<file path="src/rtl/result_display_scheduler_if.sv">
// Result handshake and BCD converter bus shared by the display scheduler and its
// environment; the slave modport is the scheduler's view.
interface result_display_scheduler_if #(
    parameter int IN_W = 30
);
    logic            res_valid;
    logic [IN_W-1:0] res_data;
    logic            res_ready;
    logic            conv_trigger;
    logic [39:0]     conv_in;
    logic            conv_idle;
    logic [39:0]     conv_bcd;

    modport master (
        output res_valid, res_data, conv_idle, conv_bcd,
        input  res_ready, conv_trigger, conv_in
    );

    modport slave (
        input  res_valid, res_data, conv_idle, conv_bcd,
        output res_ready, conv_trigger, conv_in
    );
endinterface

</file>
<file path="src/rtl/result_display_scheduler.sv">
// Sequences one BCD conversion per accepted result, latches the BCD into a shadow
// register and scans it onto multiplexed seven-segment digits with zero blanking.
module result_display_scheduler #(
    parameter int IN_W        = 30,
    parameter int NDIGITS     = 8,
    parameter int REFRESH_DIV = 100000
) (
    input  logic                       clk,
    input  logic                       rst_n,
    result_display_scheduler_if.slave  bus,
    output logic [NDIGITS-1:0]         an_n,
    output logic [3:0]                 digit_bcd,
    output logic                       digit_blank,
    output logic                       overflow
);

    localparam logic [1:0] IDLE   = 2'd0;
    localparam logic [1:0] LAUNCH = 2'd1;
    localparam logic [1:0] ARM    = 2'd2;
    localparam logic [1:0] WAIT   = 2'd3;

    localparam int CNT_W = (REFRESH_DIV > 1) ? $clog2(REFRESH_DIV) : 1;
    localparam int IDX_W = (NDIGITS > 1) ? $clog2(NDIGITS) : 1;
    localparam logic [CNT_W-1:0] CNT_LAST = CNT_W'(REFRESH_DIV - 1);
    localparam logic [IDX_W-1:0] IDX_LAST = IDX_W'(NDIGITS - 1);
    // Nibbles at or above NDIGITS; empty when all ten digits are physical.
    localparam logic [39:0] OVF_MASK = ~((40'd1 << (4 * NDIGITS)) - 40'd1);

    logic [1:0]         state;
    logic [39:0]        shadow;
    logic [IN_W-1:0]    res_word;
    logic [CNT_W-1:0]   refresh_cnt;
    logic [IDX_W-1:0]   idx;
    logic [IDX_W-1:0]   idx_next;
    logic [NDIGITS-1:0] blank_vec;
    logic               upper_zero;

    assign res_word = bus.res_data;

    // ------------------------------------------------------------------
    // Conversion sequencer
    // ------------------------------------------------------------------
    // NOTE: sequential state uses non-blocking assignments so every register
    // samples pre-edge values regardless of statement order.
    // NOTE: shadow is reset like control state because the display must read
    // zero straight after reset, including an aborted conversion.
    always_ff @(posedge clk or negedge rst_n) begin
        if (!rst_n) begin
            state            <= IDLE;
            bus.res_ready    <= 1'b1;
            bus.conv_trigger <= 1'b0;
            bus.conv_in      <= '0;
            shadow           <= '0;
            overflow         <= 1'b0;
        end else begin
            bus.conv_trigger <= 1'b0;
            case (state)
                IDLE: begin
                    if (bus.res_valid) begin
                        bus.conv_in      <= 40'(res_word);
                        bus.conv_trigger <= 1'b1;
                        bus.res_ready    <= 1'b0;
                        state            <= LAUNCH;
                    end
                end
                LAUNCH: state <= ARM;
                // conv_idle may still be high from before the trigger landed.
                ARM:    state <= WAIT;
                WAIT: begin
                    if (bus.conv_idle) begin
                        shadow        <= bus.conv_bcd;
                        overflow      <= |(bus.conv_bcd & OVF_MASK);
                        bus.res_ready <= 1'b1;
                        state         <= IDLE;
                    end
                end
                default: state <= IDLE;
            endcase
        end
    end

    // ------------------------------------------------------------------
    // Leading-zero blanking: digit i blanks when it and all digits above
    // it are zero; digit 0 always shows.
    // ------------------------------------------------------------------
    // NOTE: every always_comb output gets a default first so no path can
    // leave it unassigned and infer a latch.
    always_comb begin
        upper_zero = 1'b1;
        blank_vec  = '0;
        for (int i = NDIGITS - 1; i >= 0; i--) begin
            upper_zero   = upper_zero && (shadow[4*i +: 4] == 4'd0);
            blank_vec[i] = upper_zero && (i != 0);
        end
    end

    assign idx_next = (idx == IDX_LAST) ? '0 : idx + 1'b1;

    // ------------------------------------------------------------------
    // Digit scan, independent of the sequencer
    // ------------------------------------------------------------------
    always_ff @(posedge clk or negedge rst_n) begin
        if (!rst_n) begin
            refresh_cnt <= '0;
            idx         <= '0;
            an_n        <= ~NDIGITS'(1);
            digit_bcd   <= 4'd0;
            digit_blank <= 1'b0;
        end else if (refresh_cnt == CNT_LAST) begin
            refresh_cnt <= '0;
            idx         <= idx_next;
            an_n        <= ~(NDIGITS'(1) << idx_next);
            digit_bcd   <= 4'(shadow >> (4 * idx_next));
            digit_blank <= blank_vec[idx_next] & ~overflow;
        end else begin
            refresh_cnt <= refresh_cnt + 1'b1;
        end
    end

endmodule

</file>
<file path="src/flat_wrapper.sv">
// flat-port wrapper written by rule: the top's interface ports become plain ports
module result_display_scheduler_flat 
#(
    parameter int IN_W        = 30,
    parameter int NDIGITS     = 8,
    parameter int REFRESH_DIV = 100000
)
  (clk, rst_n, an_n, digit_bcd, digit_blank, overflow, bus_res_valid, bus_res_data, bus_conv_idle, bus_conv_bcd, bus_res_ready, bus_conv_trigger, bus_conv_in);
  result_display_scheduler_if #(.IN_W(IN_W)) bus_i ();
  input  logic clk;
  input  logic rst_n;
  output logic [NDIGITS-1:0] an_n;
  output logic [3:0] digit_bcd;
  output logic digit_blank;
  output logic overflow;
  input wire logic [$bits(bus_i.res_valid)-1:0] bus_res_valid;
  input wire logic [$bits(bus_i.res_data)-1:0] bus_res_data;
  input wire logic [$bits(bus_i.conv_idle)-1:0] bus_conv_idle;
  input wire logic [$bits(bus_i.conv_bcd)-1:0] bus_conv_bcd;
  output wire logic [$bits(bus_i.res_ready)-1:0] bus_res_ready;
  output wire logic [$bits(bus_i.conv_trigger)-1:0] bus_conv_trigger;
  output wire logic [$bits(bus_i.conv_in)-1:0] bus_conv_in;
  assign bus_i.res_valid = bus_res_valid;
  assign bus_i.res_data = bus_res_data;
  assign bus_i.conv_idle = bus_conv_idle;
  assign bus_i.conv_bcd = bus_conv_bcd;
  assign bus_res_ready = bus_i.res_ready;
  assign bus_conv_trigger = bus_i.conv_trigger;
  assign bus_conv_in = bus_i.conv_in;
  result_display_scheduler #(.IN_W(IN_W), .NDIGITS(NDIGITS), .REFRESH_DIV(REFRESH_DIV)) u_core (.clk(clk), .rst_n(rst_n), .bus(bus_i), .an_n(an_n), .digit_bcd(digit_bcd), .digit_blank(digit_blank), .overflow(overflow));
endmodule
</file>
<file path="config.mk">
export PLATFORM = sky130hd
export DESIGN_NAME = result_display_scheduler_flat
export DESIGN_NICKNAME = d
export VERILOG_FILES = /design/src/rtl/result_display_scheduler_if.sv /design/src/rtl/result_display_scheduler.sv /design/src/flat_wrapper.sv
export SDC_FILE = /design/constraint.sdc
export NUM_CORES = 1
export LEC_CHECK = 0
export BUFFER_PORTS_ARGS = -buffer_cell sky130_fd_sc_hd__buf_2
export CORE_UTILIZATION = 52
export CTS_CLUSTER_DIAMETER = 30
export CTS_CLUSTER_SIZE = 10
export DETAILED_ROUTE_END_ITERATION = 10
export GPL_ROUTABILITY_DRIVEN = 1
export PLACE_DENSITY_LB_ADDON = 0.3
export SLEW_MARGIN = 10
export SYNTH_ARGS = -nofsm -noshare
export SYNTH_HDL_FRONTEND = slang
export SYNTH_SLANG_ARGS = --single-unit
</file>
<file path="constraint.sdc">
create_clock -name clk -period 2.62 [get_ports clk]
set_clock_uncertainty 0.2 [all_clocks]
set_input_delay 0 -clock clk [delete_from_list [all_inputs] [get_ports clk]]
set_output_delay 0 -clock clk [all_outputs]
set_load 0.02 [all_outputs]
</file>
==> results by stage <==
Outcome:
- The run finished with clean final reports.

Timing:
- In this run the tightest slew margin relative to its limit is 0.4814.
- The worst-case setup margin in the final layout is 396.1 ps.
- The final count of hold timing violations was 0.
- For the pin with the worst max-slew slack, the measured transition is 770.8 ps.
- The final number of setup-violating endpoints is 0.
- Setup repair after global routing left no endpoint under its margin.
- The final max-slew violation count came to 0.
- For the final routed database, the setup TNS stands at 0 ps.
- Of the available clock period, the critical path in the final layout requires 0.8488.
- The tightest hold margin is 198.7 ps.
- Based on the critical path, the design can be clocked at up to 0.4497 GHz.
- After layout, the minimum clock period comes to 2224 ps.

Synthesis:
- The xor and xnor fraction of the mapped netlist area is 0.02362.
- The share of the Yosys chip area taken by registers is 0.5645.
- The average cell area after synthesis is 13.25 µm².
- For this run, the number of Yosys warnings is 0.
- The multiplexer share of the synthesized area is 0.2086.
- The count of mapped cells out of synthesis is 336.
- Summed over all instances, the cell type with the most area after synthesis is dfrtp_1.
- By area, the combinational part of the netlist is dominated by multiplexers.
- The post-synthesis instance area is 4451 µm².
- The number of distinct standard cells referenced by the synthesized netlist is 44.
- Counting flops and latches in the post-synthesis netlist gives 100.
- By area the synthesized netlist is led by dfrtp_1 52%, mux2_2 16%, dfstp_2 4.7%.
- Of the total synthesized cell area, the portion taken by AND, OR, NAND and NOR gates is 0.08743.
- Of the post-synthesis cell area, the dominant cell type holds 0.5173.
- The area fraction in compound gates after synthesis came to 0.04695.
- The post-synthesis adder-cell area fraction is 0.02811.

Drt:
- The initial detailed-routing violation count is 121.
- The total number of vias is 3347.
- The total wire length is 9930 µm.
- The detail-routed net length per standard cell is 15.54 µm.
- Dividing the detail-routed via count by the number of cells gives 5.238.
- The post-detailed-route DRC marker count is 0.
- In this run the remaining antenna-violating nets after routing total 0.
- The pre-antenna-repair detailed-routing pass consisted of 4 iterations.

Floorplan:
- The die covers 8933 µm².
- Pin placement for this block handled 130 I/O pins.
- In this run the standard cell core region covers 8258 µm².
- The floorplan step set the die width to 94.52 µm.
- The floorplan has 33 rows.
- The die is 94.52 µm tall.
- The initial core utilization is 0.5389.

Critical path:
- The data arrival time of the critical path is 2280 ps.
- The worst reg2reg path depth is 6.
- Walking the worst path, the cells encountered are ha_1, nand2_1, buf_4, a21oi_1, dlygate4sd3_1, a21o_1.
- At the worst endpoint, the required time is 2670 ps.
- The highest cell delay on the worst timing path is 570 ps.
- STA classifies the critical path endpoint as a flop.
- The number of cells on the critical path is 6.
- The count of buffer and inverter cells on the critical path is 2.
- In this run the worst path has a maximum fanout of 34.
- The kind of cell adding the most delay to the critical path is buffers and inverters.
- The slowest stage of the critical path is the dlygate4sd3_1 cell.
- The worst setup path category is reg2reg.
- The sort of element at the start of the critical path is a flop.

Global routing:
- After global routing the overflow that remains totals 0.
- The global router's overall resource usage is 0.2363.
- The via count of the first global-routing pass is 3448.
- The first global-routing pass estimated 16070 µm of wire.
- The initial antenna violation count is 0.
- Entering global routing, the biggest net connects 62 pins.

Power and ir drop:
- The peak ir drop on the vdd network is 0.0005958 V.
- The total power draw is 5207 µW.
- In this run the power density over the cells is 860.4 nW/µm².
- For this design the static power due to leakage is 0.002831 µW.

Cells and area:
- Of the cells placed in the final design, the portion with a size suffix greater than 1 is 0.4232.
- The library cells used most frequently in the layout, excluding fill and tap cells, are 118 x buf_2, 92 x dfrtp_1, 70 x dlygate4sd3_1.
- Fill cells in the final layout number 536.
- The layout overhead on the synthesized area is 35.99%.
- The number of antenna diodes in the final layout is 0.
- The finished layout cell area is 6052 µm².
- Leaving out fill and tap cells, the most frequent cell in the layout is buf_2.
- At the end of the flow, the number of nets in the layout was 613.

Place:
- The weighted congestion reported at the end of routability-driven placement is 0.8222.
- Detailed placement finished with a half-perimeter wire length of 6406 µm.
- In this run the cell area measured after placement is 5140 µm².
- The count of buffers added on input and output ports is 119.
- Before CTS, the worst setup slack after placement is 417.5 ps.

Clock tree:
- The clock-pin transition on the worst setup and hold timing paths is 100 ps.
- The tree is rooted in a clkbuf_8.
- The H-tree was split into 3 levels.
- The clock drives 100 sinks.
- Buffers inserted during clock tree synthesis total 9.
- The deepest clock path buffer count is 2.
- For the worst-skew pair, the clock arrives at the later sink with an insertion delay of 360 ps.
- TritonCTS built the clock tree.

Job:
- The number of maximum-capacitance constraint violations is 0.

Min path:
- In this run the worst hold path is classified as in2reg.
- The worst hold path stage count is 3.
through the flow:
stage               std cells  utilization
finish                    639       0.7329
global route              639       0.7329
CTS                       639       0.7329
detailed placement        552       0.6224
global placement          552       0.6224
floorplan                 345            -
per-layer routing:
metal / track usage / share of wire / vias to the layer above
met3: 0.04106 / 0.042 / 29
li1: - / - / 1580
met1: 0.2842 / 0.40 / 1633
met5: 0 / 0 / -
met2: 0.4100 / 0.52 / 105
met4: 0.1174 / 0.034 / 0
path summary, 6_finish.rpt:
check	to	from	slack [ps]
worst max-delay path	u_core.overflow$_DFFE_PN0P_	u_core.state[0]$_DFFE_PN0P_	400
max in group asynchronous	u_core.bus.res_ready$_DFFE_PN1P_	rst_n	1300
worst max register to register	u_core.overflow$_DFFE_PN0P_	u_core.state[0]$_DFFE_PN0P_	400
min in group asynchronous	u_core.an_n[1]$_DFFE_PN1N_	rst_n	540
worst min register to register	u_core.refresh_cnt[0]$_DFF_PN0_	u_core.refresh_cnt[0]$_DFF_PN0_	300
worst min-delay path	u_core.bus.conv_in[9]$_DFFE_PN0P_	bus_res_data[9]	200
kinds of logic after synthesis:
kind of cell	count (synthesis)
AND/OR/NAND/NOR	72
AO/OA/AOI/OAI	34
buffers and inverters	32
other	1
XOR/XNOR	12
flip-flops	100
adder cells (fa/ha/maj)	10
multiplexers	75
worst min-delay path, delay by kind of cell:
kind | cells | cell delay (ps)
buffers and inverters | 2 | 600
muxes | 1 | 130
state kept, by name, summed over array words and instances, names as in the netlist:
register,count
u_core.an_n,8
u_core.bus.conv_in,30
u_core.bus.conv_trigger,1
u_core.bus.res_ready,1
u_core.digit_bcd,4
u_core.digit_blank,1
u_core.idx,3
u_core.overflow,1
u_core.refresh_cnt,17
u_core.shadow,32
u_core.state,2
power by group:
| part | internal, µW | switching (µW) | total [µW] |
|---|---|---|---|
| Combinational | 955 | 854 | 1810 |
| Clock | 442 | 519 | 961 |
| Sequential | 2080 | 359 | 2440 |
cell type report:
class | count | area, µm² | area share
tap | 105 | 131.4 | 0.02171
clock buffer | 10 | 127.6 | 0.02109
timing repair buffer | 196 | 1389 | 0.2295
sequential | 100 | 2512 | 0.4151
clock inverter | 6 | 63.81 | 0.01054
multi-input combinational | 213 | 1794 | 0.2965
inverter | 9 | 33.78 | 0.005582
timing repair:
action,4_1_cts,5_1_grt
hold endpoints to repair,164,0
buffers inserted,0,0
resized for setup,0,0
hold buffers,71,0
synth_stat cells (all sizes together):
library cell	count
o32a	1
nor4bb	2
nand4	6
nor2b	1
o2111ai	1
nand2	15
buf	15
and2	1
xnor2	9
xor2	3
or3	2
nor4b	1
a21oi	8
nor2	16
or2	1
clkbuf	8
nor4	7
nand3	9
mux2	62
or4	5
and3	2
a31oi	8
o211ai	1
dfstp	8
dfrtp	92
mux4	8
conb	1
o21ai	10
o31ai	3
and4	2
a31o	1
nor3	2
a21o	1
ha	10
inv	9
mux2i	5
Power figures use the tool's default switching activity.
